==> src/rtl/mb32_copy.sv <==
// Word copy/fill DMA engine for the mb32 bus: COPY moves one word per
// RD/WR pair (2 cycles/word), FILL writes a pattern every cycle.
module mb32_copy #(
  parameter int AW = 15,
  parameter int LW = 16
) (
  input  logic          clk,
  input  logic          rst,
  input  logic          start,
  input  logic          op,
  input  logic          dir,
  input  logic [AW-1:0] src,
  input  logic [AW-1:0] dst,
  input  logic [LW-1:0] len,
  input  logic [31:0]   pat,
  input  logic          abort,
  output logic          busy,
  output logic          done,
  output logic [LW-1:0] remain,
  output logic [AW-1:0] ai,
  output logic [31:0]   vi,
  input  logic [31:0]   vo,
  output logic          we,
  output logic [3:0]    bmsk
);

  typedef enum logic [2:0] {S_IDLE, S_RD, S_WR, S_FILL, S_DONE} state_t;

  state_t        state_q, state_d;
  logic [AW-1:0] src_q, src_d, dst_q, dst_d;
  logic [LW-1:0] rem_q, rem_d;
  logic [31:0]   pat_q, pat_d;
  logic          dir_q, dir_d;
  // Last driven bus address/data, so IDLE and DONE keep the bus stable.
  logic [AW-1:0] ai_q;
  logic [31:0]   vi_q;

  function automatic logic [AW-1:0] nxt(input logic [AW-1:0] p, input logic d);
    return d ? p - AW'(1) : p + AW'(1);
  endfunction

  always_comb begin
    state_d = state_q;
    src_d   = src_q;
    dst_d   = dst_q;
    rem_d   = rem_q;
    pat_d   = pat_q;
    dir_d   = dir_q;
    ai      = ai_q;
    vi      = vi_q;
    we      = 1'b0;
    bmsk    = 4'h0;
    case (state_q)
      S_IDLE: begin
        if (start) begin
          rem_d = len;
          if (len == '0) begin
            state_d = S_DONE;
          end else begin
            src_d   = src;
            dst_d   = dst;
            pat_d   = pat;
            dir_d   = dir;
            state_d = op ? S_FILL : S_RD;
          end
        end
      end
      S_RD: begin
        ai      = src_q;
        state_d = abort ? S_DONE : S_WR;
      end
      S_WR: begin
        // Slave read data is registered, so vo now holds the RD-cycle word.
        ai      = dst_q;
        vi      = vo;
        we      = 1'b1;
        bmsk    = 4'hF;
        src_d   = nxt(src_q, dir_q);
        dst_d   = nxt(dst_q, dir_q);
        rem_d   = rem_q - LW'(1);
        state_d = (abort || rem_q == LW'(1)) ? S_DONE : S_RD;
      end
      S_FILL: begin
        ai      = dst_q;
        vi      = pat_q;
        we      = 1'b1;
        bmsk    = 4'hF;
        dst_d   = nxt(dst_q, dir_q);
        rem_d   = rem_q - LW'(1);
        state_d = (abort || rem_q == LW'(1)) ? S_DONE : S_FILL;
      end
      S_DONE:  state_d = S_IDLE;
      default: state_d = S_IDLE;
    endcase
  end

  always_ff @(posedge clk) begin
    if (rst) begin
      state_q <= S_IDLE;
      src_q   <= '0;
      dst_q   <= '0;
      rem_q   <= '0;
      pat_q   <= '0;
      dir_q   <= 1'b0;
      ai_q    <= '0;
      vi_q    <= '0;
    end else begin
      state_q <= state_d;
      src_q   <= src_d;
      dst_q   <= dst_d;
      rem_q   <= rem_d;
      pat_q   <= pat_d;
      dir_q   <= dir_d;
      ai_q    <= ai;
      vi_q    <= vi;
    end
  end

  assign busy   = (state_q == S_RD) || (state_q == S_WR) || (state_q == S_FILL);
  assign done   = (state_q == S_DONE);
  assign remain = rem_q;

endmodule

==> config.mk <==
export PLATFORM = sky130hd
export DESIGN_NAME = mb32_copy
export DESIGN_NICKNAME = d
export VERILOG_FILES = /design/src/rtl/mb32_copy.sv
export SDC_FILE = /design/constraint.sdc
export NUM_CORES = 1
export LEC_CHECK = 0
export CORE_AREA = 2 2 129 143
export CTS_CLUSTER_DIAMETER = 80
export DETAILED_ROUTE_END_ITERATION = 12
export DIE_AREA = 0 0 131 145
export PLACE_DENSITY = 0.76
export SYNTH_ARGS = -nofsm -noshare
export SYNTH_HDL_FRONTEND = slang
export SYNTH_SLANG_ARGS = --single-unit
==> constraint.sdc <==
create_clock -name clk -period 5.7 [get_ports clk]
set_input_delay 1.425 -clock clk [delete_from_list [all_inputs] [get_ports clk]]
set_output_delay 1.425 -clock clk [all_outputs]
set_load 0.1 [all_outputs]
Word level (Yosys, flattened, before mapping)

Cells that the tools add are included.

Register bits: 129
Bits of input ports: 116
Output and inout port bits: 70
Word-level logic and storage cells: 54

$add $sub $neg: 5
Equality and inequality tests: 7
Muxes and demuxes: 21
Bitwise gates (word level): 1
Reduce and logical (&&, ||, !) cells: 12

Operators with widths:

| operator              | count |
|---|---|
| $mux 15               | 6 |
| $pmux 15 s2           | 3 |
| $pmux 32 s2           | 1 |
| $pmux 16 s2           | 1 |
| $add 15x1->15 const B | 2 |
| $sub 15x1->15 const B | 2 |
| $eq 16x1->1 const B   | 1 |
| $logic_not 16->1      | 1 |
| $mux 16               | 1 |
| $sub 16x1->16 const B | 1 |
| $mux 3                | 5 |
| $pmux 3 s4            | 1 |
| $reduce_and 3->1      | 3 |
| $eq 3x2->1 const B    | 2 |
| $mux 4                | 1 |
| $ne 2x2->1 const B    | 2 |
| $reduce_bool 2->1     | 2 |
| $eq 3x1->1 const B    | 1 |
| $eq 3x3->1 const B    | 1 |
| $logic_not 3->1       | 1 |
| $logic_or 1x1->1      | 3 |
| $mux 2                | 1 |
| $reduce_and 2->1      | 1 |
| $reduce_or 2->1       | 1 |
| 2 further kinds       | 2 |

Depth between registers and ports, before layout

Gate-level depths: netlist (run 1).

Depth in word-level cells: 4
Mapped depth: 9
Gate-level depth less buffers: 7

Worst setup path before layout (run 1)

OpenSTA, ideal clock, no wires.

Kind: input -> output
Start point: in vo[10]
End point: out vi[10]
Arrival time: 3631 ps
Required time: 4275 ps
Setup slack: 644 ps
Stages on the path: 2
Path buffers: 0
Cell sequence: mux2i_1 > o21ai_0

Longest elaborated chain between the ends: 1

RTL lines:

| what               | RTL line | text |
|---|---|---|
| start: declaration | 22       | `input logic [31:0] vo,` |
| $pmux 32 s2        | 53       | `case (state_q)` |
| end: declaration   | 21       | `output logic [31:0] vi,` |

Every way passes these cells.

Worst setup path in the final report (run 1)

Start point: reg state_q[1]
End point: out busy

Longest elaborated chain between the ends: 3

RTL lines:

| what                                     | RTL line | text |
|---|---|---|
| start: declaration                       | 29       | `state_t state_q, state_d;` |
| start signal: assignment                 | 108      | `state_q <= state_d;` |
| $eq 3x1->1 or $eq 3x2->1 (tied branches) | 119      | `assign busy = (state_q == S_RD) \|\| (state_q == S_WR) \|\| (state_q == S_FILL);` |
| $logic_or 1x1->1                         | 119      |  |
| $logic_or 1x1->1 (*)                     | 119      |  |
| end: declaration                         | 17       | `output logic busy,` |

Mark *: on every way between the ends. The rest lies on a longest branch, timed or not.

==> out/qor.yml, run 1 <==
synth_adder_area_share_pct: 5.67
drc: 0
cts.clk_slew.worst_paths_ns: 0.06
die_area_sq_um: 19000
yosysTopAreaCellShare_pct: 37.5
grt_pass1_wl_mm: 32.3
fp.dieW_um: 131
ys.flop_type: "dfxtp_1"
post-cts-setup-buffer-count: 0
ys_seq_area_share_pct: 37.5
synth_edf_count: 0
num_vias: 6751
power_leakage_nw: 3.67
antenna_found_initial: 0
tns_ns: 0
fin_util_pct: 53.3
via_per_inst: 5.35
crit_fanout: 26
hold_class: "register to register"
crit_path_cell_trace: "nor2_1 > or2_2 > inv_1 > clkdlybuf4s50_1"
grtUsageTotal_pct: 21.3
hpwlAfterDp_mm: 14.1
cts_buffers: 17
critPathBufInv: 2
gr-total-overflow: 0
diodes: 0
place_congestion: 0.899
clock-root-buffer: "clkbuf_16"
ys_warn_count: 0
ant_nets: 0
nNetsFinal: 1156
synth_compound_area_share_pct: 21.9
clk_path_buf_depth: 2
grt_setup_unrepaired: "false"
h-tree-depth: 4
grt_pass1_vias: 6430
syn_nets: 1009
core_region_area_sq_um: 17500
synth_top_family_by_area: "simple AND/OR/NAND/NOR gates"
post_cts_resized: 0
worstPathArrival_ns: 3.25
synthMuxAreaShare_pct: 5.26
io_pins: 186
first_iter_violations: 459
synth_top_cell_by_area: "dfxtp_1"
crit_family: "buffers and inverters"
p_per_area_nw_per_um2: 394
start_util_pct: 39.2
fp-row-count: 51
synthXorXnorAreaFrac_pct: 2.80
cts_hold_buf: 0
total_power_w: 0.00368
syn-instance-count: 863
max_slew_margin_pct: 30.0
routed_wl_mm: 20.3
clock_latency_ns: 0.42
die_h_um: 145
path_class: "register to primary output"
synth_cell_types: 60
syn_to_final_growth_pct: 35.9
final_cell_mix: "180 x nand2_1, 132 x clkdlybuf4s50_1, 128 x dfxtp_1"
synth.area.top_cells: "dfxtp_1 38%, nand2_1 9.9%, a21oi_1 5.5%"
ys_ff_latch: 129
dr.pass1.iters: 5
synthArstFlopShare_pct: 0
synth_area_sq_um: 6880
crit_path_start_kind: "register"
synth-simple-area-share_pct: 22.5
min_period_ns: 4.68
port_buffers: 185
outcome: "completed"
cts.sinks: 129
hold_violations: 0
tightest_slew_ns: 1.05
clock.fmax_ghz: 0.214
critPathRequiredTime_ns: 4.28
crit_path_max_incr_delay_ns: 1.15
wl_per_cell_um: 16.1
avgSynthCellArea_sq_um: 7.97
cts_tree: "yes"
finalSetupViolations: 0
finalMaxSlewViolations: 0
maxCapViolCount: 0
finClkSkew_ns: 0.00791
drive_gt1_share_pct: 10.7
grt_max_degree: 83
ir_drop_uv: 262
min_period_over_period_pct: 82.1
layout_commonest_cell: "nand2_1"
cp_slowest_cell: "clkdlybuf4s50_1"
critPathCaptureType: "primary output"
[kinds of logic after synthesis]
logic type,Yosys count
buf+inv,73
flops,129
fa+ha+maj,30
simple gates,331
xor+xnor,22
mux,36
compound gates,242
[path summary, 6_finish.rpt]
path | start | endpoint | slack [ns] | depth (start not counted)
setup / recovery | state_q[1] | busy | 1.02 | 4
hold / removal | pat_q[16] | pat_q[16] | 0.45 | 2
hold reg to reg | pat_q[16] | pat_q[16] | 0.45 | 2
setup reg to reg | state_q[1] | src_q[11] | 1.67 | 5
[registers in the layout, summed over array words and instances, names as in the netlist]
signal and cells:
pat_q 32, vi_q 32, remain 16, ai_q 15
dst_q 15, src_q 15, state_q 3, dir_q 1
[report_power, final]
| part | internal [W] | leakage [nW] | switching, W |
|---|---|---|---|
| Clock | 0.000748 | 0.314 | 0.000447 |
| Combinational | 0.000412 | 2.30 | 0.000976 |
| Sequential | 0.00101 | 1.06 | 0.0000944 |
[synth_stat cells (3+ instances only)]
cell and number:
o311ai_0 6, nor3_1 14, and2_1 5, a2111oi_0 4, xor2_1 8, mux2i_1 35
ha_1 28, nand2_1 181, a31oi_1 15, o21bai_1 4, o21ai_0 61, nor2_1 35
nor4_1 8, buf_2 3, xnor2_1 14, o211ai_1 5, a211oi_1 9, a21o_1 12
buf_1 10, or3_1 6, clkbuf_1 47, dfxtp_1 129, nor2b_1 49, buf_4 4
inv_1 9, a31o_2 3, a311oi_1 11, and3_1 6, a22oi_1 19, nand3_1 8
a21oi_1 76
[worst min-delay path: stages (launching register included)]
cell and delay [ns]:
dfxtp_1 0.31, nand2_1 0.05, a21oi_1 0.05
[per-layer routing]
metal	part of all wire, %	global-route usage [%]	routed length [um]	vias up
met5	0	0	0	-
met4	2.0	8.24	405	0
met3	6.7	4.61	1370	31
met2	48	35.1	9650	213
met1	44	27.0	8830	3142
li1	-	-	-	3365
[stage by stage]
step	cells	cell area, sq um	hold WS, ns	worst slack, ns
after global routing	1261	9350	0.473	0.847
final	1261	9350	0.454	1.02
after CTS	1261	9350	0.455	1.04
after global placement	1229	8700	0.442	1.54
after detailed placement	1229	8700	0.446	1.50
after floorplan	863	6880	0.436	0.644
[area by class of cell]
class                      instances  area, sq um
fill                            1619         8200
multi-input combinational        661         4020
inverter                           9         33.8
clock buffer                      17          425
tap                              238          298
clock inverter                    15          220
sequential                       129         2580
timing repair buffer             192         1770
No activity file was read; power rests on OpenSTA's default activity.
==> run 2: changes to the inputs <==
==> constraint.sdc (replaced) <==
create_clock -name clk -period 4.8 [get_ports clk]
set_input_delay 1.2 -clock clk [delete_from_list [all_inputs] [get_ports clk]]
set_output_delay 1.2 -clock clk [all_outputs]
set_load 0.1 [all_outputs]
==> run 2 against run 1 <==
  * Sequential power up 19%
  * Clock skew up 0.0074 ns
  * First-iteration DRC count down 15%
  * Non-clock buffer count up 7
  * Largest cell class unchanged
  * Largest power group unchanged
  * Highest routed layer unchanged
==> out/qor.yml, run 2 (same netlist as run 1, synthesis figures left out) <==
outcome: "completed"
cts_buffers: 17
final_cell_mix: "180 x nand2_1, 131 x clkdlybuf4s50_1, 128 x dfxtp_1"
ir_drop_uv: 277
syn_to_final_growth_pct: 35.4
routed_wl_mm: 20.5
via_per_inst: 5.33
h-tree-depth: 4
cp_slowest_cell: "clkdlybuf4s50_1"
post-cts-setup-buffer-count: 0
grtUsageTotal_pct: 21.3
drc: 0
grt_pass1_vias: 6551
clock_latency_ns: 0.43
critPathCaptureType: "primary output"
finalMaxSlewViolations: 0
fin_util_pct: 53.1
cts.clk_slew.worst_paths_ns: 0.06
antenna_found_initial: 0
wl_per_cell_um: 16.2
clk_path_buf_depth: 2
tns_ns: 0
power_leakage_nw: 3.66
crit_path_start_kind: "register"
tightest_slew_ns: 1.10
clock-root-buffer: "clkbuf_16"
finClkSkew_ns: 0.0153
min_period_over_period_pct: 80.4
die_h_um: 145
max_slew_margin_pct: 26.0
min_period_ns: 3.86
die_area_sq_um: 19000
first_iter_violations: 392
dr.pass1.iters: 5
ant_nets: 0
io_pins: 186
cts_tree: "yes"
fp-row-count: 51
p_per_area_nw_per_um2: 450
cts.sinks: 129
worstPathArrival_ns: 2.66
final_cell_count_no_fill: 1268
grt_setup_unrepaired: "false"
critPathRequiredTime_ns: 3.60
grt_pass1_wl_mm: 32.3
crit_family: "buffers and inverters"
crit_path_cell_trace: "and2_1 > clkdlybuf4s50_1"
grt_max_degree: 53
path_class: "register to primary output"
port_buffers: 185
diodes: 0
crit_path_max_incr_delay_ns: 1.15
clock.fmax_ghz: 0.259
fp.dieW_um: 131
cts_hold_buf: 0
layout_commonest_cell: "nand2_1"
start_util_pct: 39.2
nNetsFinal: 1163
hpwlAfterDp_mm: 14.5
finalSetupViolations: 0
post_cts_resized: 0
place_inst: 1236
num_vias: 6757
gr-total-overflow: 0
hold_violations: 0
core_region_area_sq_um: 17500
drive_gt1_share_pct: 11.4
crit_fanout: 21
maxCapViolCount: 0
hold_class: "register to register"
critPathBufInv: 1
place_congestion: 0.899
-- run 2: cell types whose count changed in the layout (fill, tap and decap cells not counted), sizes merged --
cell	change
buf	+8
clkinvlp	+3
clkbuf	+1
clkdlybuf4s50	-1
bufinv	-4
-- run 2: final timing paths --
check / start / to / slack (ns) / depth (start not counted)
worst max-delay path: state_q[2] / done / 0.94 / 2
worst min-delay path: pat_q[1] / pat_q[1] / 0.46 / 2
worst max register to register: dir_q / src_q[9] / 1.57 / 8
worst min register to register: pat_q[1] / pat_q[1] / 0.46 / 2
-- run 2: worst reg2reg max path, stage by stage (launching register included) --
cell      delay, ns
dfxtp_1        0.67
buf_4          0.38
ha_1           0.20
a21o_1         0.08
a21oi_1        0.11
o311ai_0       0.95
a21oi_1        0.18
or4_1          0.44
o311ai_0       0.11
-- run 2: layout make-up --
type | instances | area, sq um
well taps | 238 | 298
inverters | 9 | 33.8
fillers | 1673 | 8240
clock buffers | 18 | 439
flip-flops and latches | 129 | 2580
multi-input cells | 661 | 4020
clock inverters | 14 | 119
repair buffers | 199 | 1820
-- run 2: metal layers --
metal / up-vias / track usage, % / wire (um)
li1: 3375 / - / -
met1: 3141 / 26.5 / 9120
met2: 206 / 34.8 / 9530
met3: 35 / 5.60 / 1360
met4: 0 / 8.35 / 507
met5: - / 0 / 0
-- run 2: stage by stage --
stage | power (W) | instance area, sq um | hold slack (ns) | setup slack (ns)
after floorplan | 0.00256 | 6880 | 0.436 | 0.0769
after global placement | 0.00297 | 8750 | 0.440 | 1.10
after detailed placement | 0.00299 | 8750 | 0.446 | 1.00
after CTS | 0.00422 | 9310 | 0.455 | 0.927
after global routing | 0.00439 | 9310 | 0.468 | 0.769
final | 0.00419 | 9310 | 0.456 | 0.940
-- run 2: power by group --
part           internal [W]  switching, W  leakage (nW)  total, W
logic              0.000498       0.00116          2.34   0.00165
clock network      0.000689      0.000533         0.265   0.00122
registers           0.00119      0.000118          1.06   0.00131
total               0.00238       0.00181          3.66   0.00419
==> run 3: changes to the inputs <==
--- a/config.mk
+++ b/config.mk
@@ -9,7 +9,7 @@
 export CTS_CLUSTER_DIAMETER = 80
 export DETAILED_ROUTE_END_ITERATION = 12
 export DIE_AREA = 0 0 131 145
-export PLACE_DENSITY = 0.76
+export PLACE_DENSITY = 0.79
 export SYNTH_ARGS = -nofsm -noshare
 export SYNTH_HDL_FRONTEND = slang
 export SYNTH_SLANG_ARGS = --single-unit
==> constraint.sdc (replaced) <==
create_clock -name clk -period 3.4 [get_ports clk]
set_input_delay 0.85 -clock clk [delete_from_list [all_inputs] [get_ports clk]]
set_output_delay 0.85 -clock clk [all_outputs]
set_load 0.1 [all_outputs]
==> run 3 against run 2 <==
  * Sequential power up 40%
  * Sequential share of layout area down 2.3 points
  * Via count up 2.7%
  * Register-to-register slack got worse by 1.1 ns
  * Worst hold slack got worse by 0.0011 ns
  * Count of clock-buffer cells in the layout shrank 1
  * Worst setup slack worse by 0.49 ns
  * Power is 57% higher
  * Clock power increased by 66%
  * First-iteration DRC count grew 4.1%
  * Clock skew fell by 0.0044 ns
  * Critical path type unchanged
==> out/qor.yml, run 3 (same netlist as run 1, synthesis figures left out) <==
outcome: "completed"
fp-row-count: 51
fp.dieW_um: 131
p_per_area_nw_per_um2: 647
cts_buffers: 17
grtUsageTotal_pct: 22.8
crit_path_cell_trace: "buf_4 > nor2b_1 > buf_4 > a22oi_1 > o21ai_1 > buf_12"
cts.sinks: 129
first_iter_violations: 408
crit_fanout: 24
finalSetupViolations: 0
cts_hold_buf: 0
path_class: "register to primary output"
use_met3_pct: 6.16
place_inst: 1243
finClkSkew_ns: 0.0109
crit_path_start_kind: "register"
core_region_area_sq_um: 17500
post-cts-setup-buffer-count: 0
syn_to_final_growth_pct: 47.6
gr-total-overflow: 0
routed_wl_mm: 21.6
critPathBufInv: 3
port_buffers: 185
ant_nets: 0
ir_drop_uv: 359
diodes: 0
worstPathArrival_ns: 2.10
layout_commonest_cell: "nand2_1"
post_cts_resized: 0
maxCapViolCount: 0
die_area_sq_um: 19000
cts_tree: "yes"
min_period_over_period_pct: 86.7
cts.clk_slew.worst_paths_ns: 0.06
drive_gt1_share_pct: 15.0
wl_per_cell_um: 16.9
clk_path_buf_depth: 2
dr.pass1.iters: 6
io_pins: 186
num_vias: 6938
top_usage_layer: "met2"
fin_util_pct: 57.9
clock_latency_ns: 0.42
cp_slowest_cell: "dfxtp_1"
cp_common_cell: "buf_4"
crit_family: "buffers and inverters"
clock.fmax_ghz: 0.339
finalMaxSlewViolations: 0
start_util_pct: 39.2
hold_class: "register to register"
grtUsageMet1_pct: 27.8
final_cell_mix: "180 x nand2_1, 128 x dfxtp_1, 114 x clkdlybuf4s50_1"
drc: 0
final_area_sq_um: 10200
hpwlAfterDp_mm: 15.2
critPathRequiredTime_ns: 2.55
tns_ns: 0
crit_path_max_incr_delay_ns: 0.40
grt_pass1_vias: 6788
grt_pass1_wl_mm: 34.3
final_cell_count_no_fill: 1275
r2r_slack_ns: 0.51
antenna_found_initial: 0
met2_usage_pct: 37.1
critPathCaptureType: "primary output"
grt_max_degree: 80
min_period_ns: 2.95
total_power_w: 0.00657
clock-root-buffer: "clkbuf_16"
dpl-instance-area_sq_um: 9500
hold_violations: 0
nNetsFinal: 1170
max_slew_margin_pct: 43.4
power_leakage_nw: 3.97
grt_setup_unrepaired: "false"
place_congestion: 0.901
die_h_um: 145
via_per_inst: 5.44
h-tree-depth: 4
tightest_slew_ns: 0.848
## run 3: cell types whose count changed in the layout (fill, tap and decap cells not counted), moves of 2 or more
cell / previous run / this run
buf_12: 0 / 54
o21ai_0: 51 / 14
buf_4: 68 / 38
o21ai_1: 10 / 32
clkdlybuf4s50_1: 131 / 114
o21ai_2: 0 / 15
bufinv_16: 0 / 5
clkinvlp_4: 4 / 2
inv_8: 2 / 0
## run 3: metrics by stage
step	hold slack [ns]	worst slack, ns
after global routing	0.469	0.363
final	0.455	0.453
after CTS	0.455	0.456
after detailed placement	0.447	0.361
after floorplan	0.436	-0.309
after global placement	0.441	0.445
## run 3: report_power, final
group | internal [W] | leakage [nW] | switching [W]
Sequential | 0.00169 | 1.06 | 0.000148
Combinational | 0.000953 | 2.60 | 0.00175
Clock | 0.00131 | 0.315 | 0.000722
Total | 0.00395 | 3.97 | 0.00262
## run 3: routing by layer
| metal | vias to the layer above | wire [um] |
|---|---|---|
| li1 | 3391 | - |
| met1 | 3233 | 8810 |
| met2 | 257 | 10400 |
| met3 | 57 | 1570 |
| met4 | 0 | 836 |
| met5 | - | 0 |
## run 3: worst reg2reg max path, delay by kind of cell, from the launching register on
kind	cells	cell delay (ns)
AO/OA/AOI/OAI	4	1.12
flip-flops	1	0.71
buffers and inverters	2	0.45
adder cells (fa/ha/maj)	1	0.30
XOR/XNOR	1	0.16
## run 3: worst paths after layout
| path | cells after the start | start | end |
|---|---|---|---|
| worst min register to register | 2 | pat_q[22] | pat_q[22] |
| worst max-delay path | 6 | state_q[1] | ai[2] |
| worst min-delay path | 2 | pat_q[22] | pat_q[22] |
| worst max register to register | 8 | dir_q | src_q[14] |
## run 3: final cells by class
cell class / count / area (sq um)
fillers: 1533 / 7390
inverters: 9 / 33.8
clock buffers: 17 / 425
multi-input cells: 661 / 4080
repair buffers: 206 / 2510
well taps: 238 / 298
flip-flops and latches: 129 / 2580
clock inverters: 15 / 228
